`src/rtl/alu_seq_pkg.sv`:
```
// alu_seq_pkg: shared types, state codes, flag indices and condition evaluation for alu_sequencer.
package alu_seq_pkg;
  typedef enum logic [2:0] {OP_ADD, OP_SUB, OP_AND, OP_OR, OP_MOV, OP_XOR, OP_ANDN, OP_NOT} alu_op_e;
  typedef enum logic [1:0] {S_IDLE, S_READ, S_WAIT, S_WB} seq_state_e;
  typedef enum logic [1:0] {C_ALWAYS, C_Z, C_NZ, C_C} cond_e;
  localparam logic [1:0] IDLE = S_IDLE;
  localparam logic [1:0] READ = S_READ;
  localparam logic [1:0] WAIT = S_WAIT;
  localparam logic [1:0] WB = S_WB;
  localparam int FZ = 3;
  localparam int FN = 2;
  localparam int FC = 1;
  localparam int FV = 0;
  function automatic logic cond_ok(input logic [1:0] c, input logic [3:0] f);
    return c == C_Z ? f[FZ] : c == C_NZ ? !f[FZ] : c == C_C ? f[FC] : 1'b1;
  endfunction
endpackage

```
`src/rtl/alu_seq_if.sv`:
```
// alu_seq_if: instruction handshake plus ALU operand/result bus between source, sequencer and ALU.
interface alu_seq_if;
  logic       instr_valid;
  logic       instr_ready;
  logic [7:0] instr;
  logic [1:0] instr_cond;
  logic [7:0] alu_a;
  logic [7:0] alu_b;
  logic [2:0] alu_control;
  logic [7:0] alu_result;
  logic       alu_z;
  logic       alu_n;
  logic       alu_c;
  logic       alu_v;
  modport master (
    output instr_valid, instr, instr_cond, alu_result, alu_z, alu_n, alu_c, alu_v,
    input  instr_ready, alu_a, alu_b, alu_control
  );
  modport slave (
    input  instr_valid, instr, instr_cond, alu_result, alu_z, alu_n, alu_c, alu_v,
    output instr_ready, alu_a, alu_b, alu_control
  );
endinterface

```
`src/rtl/alu_seq_regfile.sv`:
```
// alu_seq_regfile: 4x8 register file, single write port (write-back beats external load),
// two registered read ports and one combinational debug read port.
module alu_seq_regfile import alu_seq_pkg::*; #(
  parameter int NREGS = 4
) (
  input  logic       clk,
  input  logic       reset,
  input  logic       we,
  input  logic [1:0] waddr,
  input  logic [7:0] wdata,
  input  logic       ld_en,
  input  logic [1:0] ld_addr,
  input  logic [7:0] ld_data,
  input  logic       rd_en,
  input  logic [1:0] ra,
  input  logic [1:0] rb,
  output logic [7:0] qa,
  output logic [7:0] qb,
  input  logic [1:0] dbg_addr,
  output logic [7:0] dbg_data
);
  logic [7:0] r [NREGS];
  logic [1:0] wa;
  logic [7:0] wd;
  always_comb begin
    wa = we ? waddr : ld_addr;
    wd = we ? wdata : ld_data;
    dbg_data = r[dbg_addr];
  end
  always_ff @(posedge clk) begin
    if (reset) begin
      r <= '{default: '0};
      qa <= '0;
      qb <= '0;
    end else begin
      if (we || ld_en) r[wa] <= wd;
      if (rd_en) begin
        qa <= r[ra];
        qb <= r[rb];
      end
    end
  end
endmodule

```
`src/rtl/alu_sequencer.sv`:
```
// alu_sequencer: IDLE->READ->WAIT->WB sequencer feeding an 8-bit ALU from a 4x8 register file.
// Optional ALU_SEQ_COND_EN: conditional execution on instr_cond versus flags_q.
module alu_sequencer import alu_seq_pkg::*; #(
  parameter int ALU_WAIT = 3,
  parameter int NREGS = 4
) (
  input  logic       clk,
  input  logic       reset,
  alu_seq_if.slave   bus,
  output logic [3:0] flags_q,
  output logic       wb_valid,
  output logic [1:0] wb_addr,
  output logic [7:0] wb_data,
  input  logic       ld_en,
  input  logic [1:0] ld_addr,
  input  logic [7:0] ld_data,
  input  logic [1:0] dbg_addr,
  output logic [7:0] dbg_data,
  output logic       busy
);
  localparam int CW = ALU_WAIT > 1 ? $clog2(ALU_WAIT) : 1;
  logic [1:0] state;
  logic [7:0] ir;
  logic [CW-1:0] cnt;
  logic go;
  logic rd_en;
`ifdef ALU_SEQ_COND_EN
  logic [1:0] cq;
  assign go = cond_ok(cq, flags_q);
  always_ff @(posedge clk) begin
    if (reset) cq <= '0;
    else if (state == IDLE && bus.instr_valid) cq <= bus.instr_cond;
  end
`else
  assign go = 1'b1;
`endif
  always_comb begin
    bus.instr_ready = state == IDLE && !reset;
    busy = !bus.instr_ready;
    wb_valid = state == WB;
    wb_addr = wb_valid ? ir[4:3] : '0;
    wb_data = wb_valid ? bus.alu_result : '0;
    rd_en = state == READ && go;
  end
  always_ff @(posedge clk) begin
    if (reset) begin
      state <= IDLE;
      ir <= '0;
      cnt <= '0;
      bus.alu_control <= '0;
      flags_q <= '0;
    end else begin
      if (state == IDLE && bus.instr_valid) begin
        ir <= bus.instr;
        state <= READ;
      end
      if (state == READ) begin
        state <= go ? WAIT : IDLE;
        cnt <= CW'(ALU_WAIT - 1);
        if (go) bus.alu_control <= ir[7:5];
      end
      if (state == WAIT) begin
        state <= cnt == '0 ? WB : WAIT;
        cnt <= cnt - 1'b1;
      end
      if (state == WB) begin
        state <= IDLE;
        if (ir[0]) begin
          flags_q[FZ] <= bus.alu_z;
          flags_q[FN] <= bus.alu_n;
          flags_q[FC] <= bus.alu_c;
          flags_q[FV] <= bus.alu_v;
        end
      end
    end
  end
  alu_seq_regfile #(.NREGS(NREGS)) u_rf (
    .clk(clk), .reset(reset),
    .we(wb_valid), .waddr(ir[4:3]), .wdata(bus.alu_result),
    .ld_en(ld_en), .ld_addr(ld_addr), .ld_data(ld_data),
    .rd_en(rd_en), .ra(ir[4:3]), .rb(ir[2:1]), .qa(bus.alu_a), .qb(bus.alu_b),
    .dbg_addr(dbg_addr), .dbg_data(dbg_data)
  );
endmodule

```
`src/flat_wrapper.sv`:
```
// flat-port wrapper written by rule: the top's interface ports become plain ports
module alu_sequencer_flat import alu_seq_pkg::*;
#(
  parameter int ALU_WAIT = 3,
  parameter int NREGS = 4
)
  (clk, reset, flags_q, wb_valid, wb_addr, wb_data, ld_en, ld_addr, ld_data, dbg_addr, dbg_data, busy, bus_instr_valid, bus_instr, bus_instr_cond, bus_alu_result, bus_alu_z, bus_alu_n, bus_alu_c, bus_alu_v, bus_instr_ready, bus_alu_a, bus_alu_b, bus_alu_control);
  alu_seq_if bus_i ();
  input  logic clk;
  input  logic reset;
  output logic [3:0] flags_q;
  output logic wb_valid;
  output logic [1:0] wb_addr;
  output logic [7:0] wb_data;
  input  logic ld_en;
  input  logic [1:0] ld_addr;
  input  logic [7:0] ld_data;
  input  logic [1:0] dbg_addr;
  output logic [7:0] dbg_data;
  output logic busy;
  input wire logic [$bits(bus_i.instr_valid)-1:0] bus_instr_valid;
  input wire logic [$bits(bus_i.instr)-1:0] bus_instr;
  input wire logic [$bits(bus_i.instr_cond)-1:0] bus_instr_cond;
  input wire logic [$bits(bus_i.alu_result)-1:0] bus_alu_result;
  input wire logic [$bits(bus_i.alu_z)-1:0] bus_alu_z;
  input wire logic [$bits(bus_i.alu_n)-1:0] bus_alu_n;
  input wire logic [$bits(bus_i.alu_c)-1:0] bus_alu_c;
  input wire logic [$bits(bus_i.alu_v)-1:0] bus_alu_v;
  output wire logic [$bits(bus_i.instr_ready)-1:0] bus_instr_ready;
  output wire logic [$bits(bus_i.alu_a)-1:0] bus_alu_a;
  output wire logic [$bits(bus_i.alu_b)-1:0] bus_alu_b;
  output wire logic [$bits(bus_i.alu_control)-1:0] bus_alu_control;
  assign bus_i.instr_valid = bus_instr_valid;
  assign bus_i.instr = bus_instr;
  assign bus_i.instr_cond = bus_instr_cond;
  assign bus_i.alu_result = bus_alu_result;
  assign bus_i.alu_z = bus_alu_z;
  assign bus_i.alu_n = bus_alu_n;
  assign bus_i.alu_c = bus_alu_c;
  assign bus_i.alu_v = bus_alu_v;
  assign bus_instr_ready = bus_i.instr_ready;
  assign bus_alu_a = bus_i.alu_a;
  assign bus_alu_b = bus_i.alu_b;
  assign bus_alu_control = bus_i.alu_control;
  alu_sequencer #(.ALU_WAIT(ALU_WAIT), .NREGS(NREGS)) u_core (.clk(clk), .reset(reset), .bus(bus_i), .flags_q(flags_q), .wb_valid(wb_valid), .wb_addr(wb_addr), .wb_data(wb_data), .ld_en(ld_en), .ld_addr(ld_addr), .ld_data(ld_data), .dbg_addr(dbg_addr), .dbg_data(dbg_data), .busy(busy));
endmodule
```
`config.mk`:
```
export PLATFORM = sky130hd
export DESIGN_NAME = alu_sequencer_flat
export DESIGN_NICKNAME = d
export VERILOG_FILES = /design/src/rtl/alu_seq_pkg.sv /design/src/rtl/alu_seq_if.sv /design/src/rtl/alu_seq_regfile.sv /design/src/rtl/alu_sequencer.sv /design/src/flat_wrapper.sv
export SDC_FILE = /design/constraint.sdc
export NUM_CORES = 1
export LEC_CHECK = 0
export CAP_MARGIN = 20
export CELL_PAD_IN_SITES_DETAIL_PLACEMENT = 1
export CELL_PAD_IN_SITES_GLOBAL_PLACEMENT = 1
export CORE_UTILIZATION = 39
export DETAILED_ROUTE_END_ITERATION = 12
export PLACE_DENSITY = 0.83
export SLEW_MARGIN = 5
export SYNTH_ARGS = -nofsm -noshare
export SYNTH_HDL_FRONTEND = slang
export SYNTH_SLANG_ARGS = --single-unit
```
`constraint.sdc`:
```
create_clock -name clk -period 2 [get_ports clk]
set_clock_uncertainty 0.1 [all_clocks]
set_input_delay 0.5 -clock clk [delete_from_list [all_inputs] [get_ports clk]]
set_output_delay 0.5 -clock clk [all_outputs]
set_load 0.1 [all_outputs]
```
==> flow_summary_export.csv, run 1 <==
group,metric,value,unit
clock_tree,cts_root_buffer,"clkbuf_8",
worst_setup_path,path_cells,"buf_8 -> buf_6 -> mux4_2 -> buf_12",
die,pin_count,82,
power_and_ir_drop,seqPwrFrac,33.7,%
global_routing,grt_max_degree,76,
sta,relSlewSlack,65.4,%
clock_tree,cts_buffers,9,
sta,worst_pin_slew,0.517,ns
sta,rsz0062_at_grt,"yes",
synth,avgSynthCellArea,11.0,um2
detailed_routing,drc,0,
power_and_ir_drop,p_leak,2.14,nW
die,initial_core_util,41.2,%
die,core-area,0.00838,mm2
sta,period_needed,2.05,ns
synth,syn_inst,313,
detailed_routing,dr.pass1.iters,5,
global_routing,grt_pass1_vias,3100,
place,placed_cells,495,
global_routing,grt_pass1_wl,16600,um
global_routing,grt.total_usage,25.1,%
synth,synth.distinct_cells,30,
sta,period_share,102,%
die,die_width,96.0,um
global_routing,antenna_found_initial,0,
sta,hold_violations,0,
clock_tree,clkTransAtPathRegs,0.07,ns
synth,synth_edf_count,0,
detailed_routing,first_iter_violations,162,
power_and_ir_drop,intPower,2.99,mW
clock_tree,cts_tree,"built",
clock_tree,clockBufferDepth,2,
power_and_ir_drop,design_power_total,4.80,mW
clock_tree,cts_num_sinks,67,
synth,synth_warnings,0,
synth,synth_seq_cells,67,
detailed_routing,wire_per_inst,21.3,um
worst_setup_path,critical_path_buf_inv_count,3,
power_and_ir_drop,clockPowerShare,25.2,%
global_routing,grt_overflow,0,
detailed_routing,drt-total-wl,11100,um
synth,syn_nets,356,
synth,synthArstFlopShare,0,%
place,post-dp-hpwl,6740,um
worst_setup_path,crit_path_end_kind,"primary output",
sta,report.final.slew_viol_count,0,
worst_setup_path,crit_start,"dbg_addr[0]",
die,dieArea,0.00922,mm2
synth,synth-main-ff-cell,"dfxtp_1",
power_and_ir_drop,vdd.ir_drop.worst,0.373,mV
power_and_ir_drop,power_switching,1.81,mW
power_and_ir_drop,p_per_area,916,mW/mm2
clock_tree,cts_max_level,3,
worst_setup_path,critPathSlowestCell,"mux4_2",
worst_setup_path,slowest_delay,0.55,ns
worst_setup_path,worstSetupPathType,"in2out",
die,rows,33,
power_and_ir_drop,comb_power_share,41.0,%
place,port_buffers,79,
place,gp_congestion,0.709,
sta,setup_tns,-0.212,ns
cells_and_area,drive_gt1_share,33.0,%
cells_and_area,finalNonFillerCells,520,
worst_setup_path,cp.required,1.40,ns
run,cap_viol_max_count,0,
clock_tree,ctsHoldBuffers,0,
outcome,violations,"setup timing",
worst_setup_path,path_max_fanout,4,
cells_and_area,finish.utilization,62.5,%
worst_setup_path,r2r-start,"u_core.state[0]",
detailed_routing,vias,2856,
sta,fin_ws,-0.0451,ns
detailed_routing,ant_nets,0,
min_path,hold_class,"reg2reg",
die,die_y,96.0,um
clock_tree,insertion_delay,0.34,ns
cells_and_area,syn2layout_area_growth,51.8,%
place,place_ws,-0.520,ns
min_path,min-delay-start,"u_core.ir[5]",
cells_and_area,nets,453,
synth,netlist_area,0.00345,mm2
worst_setup_path,cp.arrival,1.45,ns
worst_setup_path,path_delay_family,"multiplexers",
outcome,status,"complete, but fails checks",
worst_setup_path,critPathLaunchType,"input port",
sta,setup_viol,8,
detailed_routing,vias_per_cell,5.49,
sta,max_freq,489,MHz
cells_and_area,num_antenna_cells,0,
power_and_ir_drop,p_sw_share,37.8,%
synth,ys_seq_area_share,38.9,%
==> cell families after synthesis <==
logic type / Yosys count / share of synthesized area (%)
AOI/OAI and AO/OA: 30 / 6.93
buffers and inverters: 27 / 5.04
adders and majority gates: 5 / 1.81
and+or+nand+nor: 109 / 16.5
muxes: 75 / 30.8
DFF: 67 / 38.9
==> cell usage in the layout (no fill, tap or decap), types with 4 or more instances in the layout <==
master	instances
o21bai_1	8
nand2b_1	33
buf_6	4
nand2_1	23
clkdlybuf4s50_1	32
mux2i_1	51
a21oi_1	13
nor2_1	23
nand3_1	6
inv_1	4
dfxtp_2	6
clkbuf_8	12
and2_4	10
dfxtp_1	59
nor2b_1	9
mux4_2	21
buf_12	50
buf_4	18
==> flip-flops by register name, indices dropped and copies added, names as in the netlist <==
register	flops
u_core.ir	8
u_core.flags_q	4
u_core.bus.alu_control	3
u_core.u_rf.qa	8
u_core.state	2
u_core.cnt	2
u_core.u_rf.qb	8
u_core.u_rf.r	32
==> metrics by stage <==
stage,hold slack [ns],cell area [um2]
2_1_floorplan,0.333,3530
3_3_place_gp,0.345,4910
3_5_place_dp,0.357,4910
4_1_cts,0.367,5190
5_1_grt,0.392,5240
6_report,0.364,5240
==> layout make-up <==
cell class | count | area, um2
repair buffers | 107 | 1530
flip-flops and latches | 67 | 1360
clock buffers | 15 | 176
clock inverters | 1 | 30.0
multi-input cells | 219 | 1990
fillers | 841 | 3140
well taps | 105 | 131
inverters | 6 | 26.3
==> synthesized netlist by cell type (2+ instances only) <==
library cell / n / area (um2)
a31oi_4: 2 / 42.5
buf_6: 3 / 33.8
ha_1: 5 / 62.6
dfxtp_1: 67 / 1340
nand2_1: 23 / 86.3
nand3_1: 6 / 30.0
clkbuf_1: 5 / 18.8
nand2b_1: 34 / 213
buf_4: 3 / 22.5
buf_2: 7 / 35.0
mux2i_1: 51 / 510
nor2_1: 23 / 86.3
o21bai_1: 8 / 60.1
a21oi_1: 13 / 65.1
a211oi_1: 2 / 15.0
mux4_2: 21 / 473
and2_1: 10 / 62.6
mux4_1: 3 / 78.8
inv_1: 6 / 22.5
nor2b_1: 9 / 56.3
clkbuf_8: 3 / 41.3
==> path summary, 6_finish.rpt <==
kind	slack (ns)	end	depth (start not counted)
setup / recovery	-0.05	dbg_data[2]	4
hold / removal	0.36	u_core.ir[5]	2
setup reg to reg	0.17	u_core.u_rf.r[9]	7
hold reg to reg	0.36	u_core.ir[5]	2
==> worst register-to-register path, cell delays in order, from the launching register on <==
cell,delay [ns]
dfxtp_4,0.37
ha_4,0.18
buf_6,0.14
buf_6,0.17
and3b_1,0.22
a31oi_4,0.17
buf_12,0.17
mux2i_1,0.24
==> layer usage <==
| layer | vias up | part of all wire, % | wire [um] | track usage (%) |
|---|---|---|---|---|
| li1 | 1296 | - | - | - |
| met5 | - | 0 | 0 | 0 |
| met3 | 23 | 5.1 | 570 | 4.98 |
| met4 | 0 | 2.7 | 303 | 13.1 |
| met1 | 1432 | 40 | 4440 | 29.6 |
| met2 | 105 | 52 | 5780 | 43.0 |
==> power by group through the flow <==
stage | clock network (mW) | registers (mW) | logic [mW]
6_report | 1.21 | 1.62 | 1.97
4_1_cts | 1.21 | 1.60 | 1.89
3_5_place_dp | 0 | 1.63 | 1.82
5_1_grt | 1.28 | 1.63 | 2.06
2_1_floorplan | 0 | 1.74 | 1.10
3_3_place_gp | 0 | 1.62 | 1.77
==> what timing repair did <==
action                                  CTS  global route
gates resized for setup                  18             7
buffers inserted                          5             4
endpoints found under the setup margin   19            12
gates cloned                              0             0
pin swaps                                 1             0
Note: power is estimated with default switching activity, not from simulation.
==> inputs of run 2 (changes only) <==
--- a/config.mk
+++ b/config.mk
@@ -14,4 +14,5 @@
 export SLEW_MARGIN = 5
 export SYNTH_ARGS = -nofsm -noshare
 export SYNTH_HDL_FRONTEND = slang
+export SYNTH_HIERARCHICAL = 1
 export SYNTH_SLANG_ARGS = --single-unit
==> flow_summary_export.csv, run 2 <==
group,metric,value,unit
min_path,hold_class,"reg2reg",
die,dieArea,0.00958,mm2
min_path,hold_path_end,"u_core/bus.alu_control[1]",
sta,setup_tns,-0.000698,ns
cells_and_area,nets,451,
worst_setup_path,ff2ff_path_depth,7,
global_routing,grt_max_degree,77,
min_path,hold_path_depth,2,
worst_setup_path,regToRegEndpoint,"u_core/u_rf/r[29]",
run,cap_viol_max_count,0,
sta,whs,0.396,ns
global_routing,antenna_found_initial,0,
power_and_ir_drop,vdd.ir_drop.worst,0.612,mV
worst_setup_path,cp.arrival,1.40,ns
power_and_ir_drop,p_per_area,959,mW/mm2
detailed_routing,wire_per_inst,20.2,um
sta,period_share,100,%
detailed_routing,dr.pass1.iters,8,
detailed_routing,drc,6,
sta,period_needed,2.00,ns
synth,synth_edf_count,0,
detailed_routing,first_iter_violations,167,
outcome,violations,"DRC, setup timing",
cells_and_area,layout_common_cells,"mux2i_1, buf_12, dfxtp_1",
worst_setup_path,r2r-start,"u_core/state[1]",
place,place_area,0.00503,mm2
die,initial_core_util,40.7,%
synth,netlist_area,0.00359,mm2
place,place_ws,-0.509,ns
synth,synthArstFlopShare,0,%
clock_tree,cts_root_buffer,"clkbuf_8",
clock_tree,insertion_delay,0.35,ns
cells_and_area,largest_reg_flops,32,
cells_and_area,top_register,"u_core/u_rf/r",
synth,synth_area_leader_cell,"dfxtp_1",
synth,synth_top_area_share,37.4,%
die,rows,34,
min_path,min-delay-start,"u_core/ir[6]",
worst_setup_path,critPathLaunchType,"flop",
clock_tree,cts_tree,"built",
worst_setup_path,worstSetupPathType,"reg2out",
synth,synth_area_leaders,"dfxtp_1, mux2i_1, mux4_2, nand2b_1, a21bo_2",
sta,fin_ws,-0.000698,ns
global_routing,grt_pass1_wl,16800,um
synth,syn_nets,361,
outcome,status,"complete, but fails checks",
clock_tree,cts_num_sinks,67,
synth,synth_seq_cells,67,
worst_setup_path,cp.required,1.40,ns
cells_and_area,finalNonFillerCells,521,
die,die_width,97.9,um
worst_setup_path,crit_path_end_kind,"primary output",
clock_tree,cts_max_level,3,
cells_and_area,drive_gt1_share,42.9,%
sta,setup_viol,1,
synth,synth_common_cells,"dfxtp_1, mux2i_1, nand2b_1",
synth,yosysMostFrequentCell,"dfxtp_1",
detailed_routing,vias_per_cell,5.48,
synth,avgSynthCellArea,11.3,um2
global_routing,grt_pass1_vias,3220,
cells_and_area,finish.utilization,61.4,%
place,post-dp-hpwl,6760,um
die,die_y,97.9,um
worst_setup_path,path_max_fanout,13,
cells_and_area,syn2layout_area_growth,50.7,%
cells_and_area,final_common_cell,"mux2i_1",
sta,report.final.slew_viol_count,0,
cells_and_area,postLayoutCellArea,0.00541,mm2
place,gp_congestion,0.763,
global_routing,grt.total_usage,22.8,%
cells_and_area,num_antenna_cells,0,
die,core-area,0.00881,mm2
sta,hold_violations,0,
synth,synth_warnings,6,
clock_tree,cts_buffers,9,
sta,relSlewSlack,68.8,%
detailed_routing,drt-total-wl,10500,um
place,port_buffers,79,
power_and_ir_drop,design_power_total,5.18,mW
synth,ys_seq_area_share,37.4,%
synth,synth.distinct_cells,32,
sta,max_freq,500,MHz
clock_tree,clkTransAtPathRegs,0.08,ns
detailed_routing,ant_nets,0,
power_and_ir_drop,p_leak,2.16,nW
sta,worst_pin_slew,0.468,ns
clock_tree,clockBufferDepth,2,
die,pin_count,82,
worst_setup_path,r2r_slack,0.09,ns
synth,syn_inst,318,
place,placed_cells,494,
global_routing,grt_overflow,0,
synth,synth-main-ff-cell,"dfxtp_1",
sta,rsz0062_at_grt,"yes",
detailed_routing,vias,2853,
==> run 2: cell types whose count changed after synthesis, sizes merged, moves of 2 or more <==
cell	previous run	this run
a21bo	0	12
buf	13	20
mux2i	51	59
nand2	23	2
nand3	6	12
nor2b	10	2
nor3b	0	2
nor4b	0	2
o21bai	8	0
or2	0	8
==> run 2: worst max-delay path by stage <==
stage                      endpoint  cells after the start             from
floorplan           bus_instr_ready                      5  u_core/state[0]
global placement        dbg_data[7]                      4      dbg_addr[0]
detailed placement      dbg_data[7]                      4      dbg_addr[0]
CTS                     dbg_data[7]                      4      dbg_addr[0]
global route             wb_addr[1]                      3  u_core/state[0]
finish                   wb_addr[1]                      3  u_core/state[0]
==> run 2: repair_timing <==
| action | CTS | global route |
|---|---|---|
| pin swaps | 2 | 1 |
| gates resized for setup | 15 | 28 |
| setup endpoints to repair | 19 | 18 |
| setup buffers | 5 | 7 |
| hold buffers | 0 | 0 |
==> run 2: cells by family after synthesis <==
family	count (synthesis)	synth area share, %
adder cells (fa/ha/maj)	5	1.74
flip-flops	67	37.4
buffers and inverters	33	5.20
AO/OA/AOI/OAI	32	7.89
multiplexers	84	31.9
AND/OR/NAND/NOR	97	15.9
==> run 2: metal layers <==
layer	track usage [%]	part of all wire (%)	up-vias
met3	6.51	4.7	21
met5	0	0	-
li1	-	-	1316
met4	6.99	1.7	0
met2	41.5	54	81
met1	25.8	40	1435
==> run 2: cell type report <==
type                            count  area (um2)
Clock buffer                        9         124
Clock inverter                      7         121
Fill cell                         865        3400
Inverter                            6        28.8
Multi-Input combinational cell    218        2110
Sequential cell                    67        1390
Tap cell                          108         135
Timing Repair Buffer              106        1510
==> run 2: worst max-delay path, cell delays in order, from the launching register on <==
cell	delay, ns
dfxtp_4	0.39
ha_4	0.26
and2_2	0.22
buf_12	0.18
==> run 2: where the power goes <==
group / switching (mW) / internal (mW) / leakage (nW)
Clock: 0.556 / 0.839 / 0.125
Sequential: 0.159 / 1.48 / 0.558
Combinational: 1.21 / 0.941 / 1.48
Total: 1.92 / 3.26 / 2.16
==> inputs of run 3 (changes only) <==
--- a/config.mk
+++ b/config.mk
@@ -8,8 +8,10 @@
 export CAP_MARGIN = 20
 export CELL_PAD_IN_SITES_DETAIL_PLACEMENT = 1
 export CELL_PAD_IN_SITES_GLOBAL_PLACEMENT = 1
+export CORE_MARGIN = 1.5
 export CORE_UTILIZATION = 39
 export DETAILED_ROUTE_END_ITERATION = 12
+export MAX_ROUTING_LAYER = met4
 export PLACE_DENSITY = 0.83
 export SLEW_MARGIN = 5
 export SYNTH_ARGS = -nofsm -noshare
==> flow_summary_export.csv, run 3 (synthesis gave the netlist of run 2 again) <==
group,metric,value,unit
worst_setup_path,cp.required,2.13,ns
power_and_ir_drop,comb_power_share,42.9,%
cells_and_area,n_fill_cell,885,
global_routing,grt_overflow,0,
global_routing,grt.total_usage,24.6,%
detailed_routing,ant_nets,0,
detailed_routing,dr.pass1.iters,9,
min_path,hold_class,"reg2reg",
run,cap_viol_max_count,0,
worst_setup_path,path_max_fanout,13,
worst_setup_path,worstSetupPathType,"reg2reg",
worst_setup_path,crit_path_end_kind,"flop",
power_and_ir_drop,p_leak,2.21,nW
detailed_routing,drt-total-wl,11500,um
die,rows,34,
power_and_ir_drop,vdd.ir_drop.worst,0.631,mV
clock_tree,ctsHoldBuffers,0,
detailed_routing,vias,2908,
clock_tree,cts_buffers,9,
detailed_routing,drc,7,
power_and_ir_drop,intPower,3.20,mW
sta,fin_ws,-0.0180,ns
clock_tree,insertion_delay,0.35,ns
clock_tree,cts_max_level,3,
detailed_routing,wire_per_inst,21.6,um
clock_tree,cts_tree,"built",
outcome,violations,"DRC, setup timing",
power_and_ir_drop,seqPwrFrac,31.7,%
power_and_ir_drop,design_power_total,5.17,mW
cells_and_area,multi_input_area,0.00213,mm2
die,die_y,98.9,um
clock_tree,clkTransAtPathRegs,0.08,ns
worst_setup_path,ff2ff_path_depth,8,
sta,max_freq,496,MHz
global_routing,antenna_found_initial,0,
clock_tree,clockBufferDepth,2,
die,dieArea,0.00978,mm2
clock_tree,cts_root_buffer,"clkbuf_8",
die,core-area,0.00881,mm2
cells_and_area,largest_reg_flops,32,
worst_setup_path,critPathSlowestCell,"dfxtp_4",
sta,whs,0.398,ns
power_and_ir_drop,clockPowerShare,25.4,%
clock_tree,cts_num_sinks,67,
global_routing,grt_pass1_vias,3321,
power_and_ir_drop,p_per_area,942,mW/mm2
worst_setup_path,critPathLaunchType,"flop",
global_routing,grt_max_degree,77,
die,pin_count,82,
cells_and_area,syn2layout_area_growth,53.0,%
min_path,hold_path_depth,2,
worst_setup_path,slowest_delay,0.37,ns
cells_and_area,nets,463,
worst_setup_path,crit_top_cell,"buf_4",
detailed_routing,first_iter_violations,107,
cells_and_area,layout_common_cells,"mux2i_1, buf_12, dfxtp_1",
sta,relSlewSlack,72.8,%
sta,hold_violations,0,
sta,rsz0062_at_grt,"yes",
power_and_ir_drop,power_switching,1.97,mW
place,post-dp-hpwl,7370,um
place,place_ws,-0.521,ns
cells_and_area,top_register,"u_core/u_rf/r",
worst_setup_path,cp.arrival,2.15,ns
sta,report.final.slew_viol_count,0,
cells_and_area,finish.utilization,62.3,%
worst_setup_path,path_cells,"ha_4 -> buf_6 -> buf_4 -> buf_8 -> nor4b_4 -> a21oi_4 -> buf_4 -> mux2i_1",
die,initial_core_util,40.7,%
cells_and_area,num_antenna_cells,0,
cells_and_area,seq_area,0.00139,mm2
place,gp_congestion,0.755,
sta,worst_pin_slew,0.408,ns
sta,setup_viol,3,
cells_and_area,final_common_cell,"mux2i_1",
detailed_routing,vias_per_cell,5.46,
sta,period_needed,2.02,ns
sta,period_share,101,%
die,die_width,98.9,um
power_and_ir_drop,p_sw_share,38.1,%
global_routing,grt_pass1_wl,17800,um
place,port_buffers,79,
cells_and_area,drive_gt1_share,44.9,%
outcome,status,"complete, but fails checks",
[run 3: power groups by stage]
stage | clock network [mW] | logic [mW] | registers [mW]
after floorplan | 0 | 1.33 | 1.75
after global placement | 0 | 2.03 | 1.64
after detailed placement | 0 | 2.09 | 1.65
after CTS | 1.30 | 2.17 | 1.63
after global routing | 1.39 | 2.31 | 1.66
final | 1.31 | 2.22 | 1.64
[run 3: worst paths after layout]
kind	startpoint	endpoint	slack, ns
hold / removal	u_core/u_rf/r[10]	u_core/u_rf/r[10]	0.40
setup / recovery	u_core/state[1]	u_core/u_rf/r[31]	-0.02
hold reg to reg	u_core/u_rf/r[10]	u_core/u_rf/r[10]	0.40
setup reg to reg	u_core/state[1]	u_core/u_rf/r[31]	-0.02
[run 3: timing repair]
action                     4_1_cts  5_1_grt
pin swaps                        2        2
setup endpoints to repair       20       26
gates resized for setup         20       37
setup buffers                    9       10
[run 3: critical path, delay by kind of cell, from the launching register on]
| family | cells | cell delay [ns] |
|---|---|---|
| compound gates | 1 | 0.05 |
| fa+ha+maj | 1 | 0.19 |
| buf+inv | 4 | 0.63 |
| flops | 1 | 0.37 |
| mux | 1 | 0.26 |
| simple gates | 1 | 0.29 |
[run 3: per-layer routing]
layer / vias to the layer above / track usage [%] / wire length (um)
met3: 11 / 5.18 / 558
met4: 0 / 8.24 / 133
met2: 95 / 43.8 / 6030
li1: 1337 / - / -
met1: 1465 / 27.4 / 4760
met5: - / - / 0
[run 3: through the flow]
step / cell area, um2 / setup TNS [ns] / instances
3_3_place_gp: 5030 / -4.00 / 499
5_1_grt: 5490 / -0.192 / 533
2_1_floorplan: 3660 / -0.555 / 318
6_report: 5490 / -0.0268 / 533
4_1_cts: 5360 / -0.263 / 524
3_5_place_dp: 5030 / -4.47 / 499
[run 3: layout make-up]
class / instances / share of cell area, %
clock inverters: 6 / 1.60
inverters: 6 / 0.524
repair buffers: 118 / 28.8
multi-input cells: 218 / 38.9
flip-flops and latches: 67 / 25.2
clock buffers: 10 / 2.51
well taps: 108 / 2.46
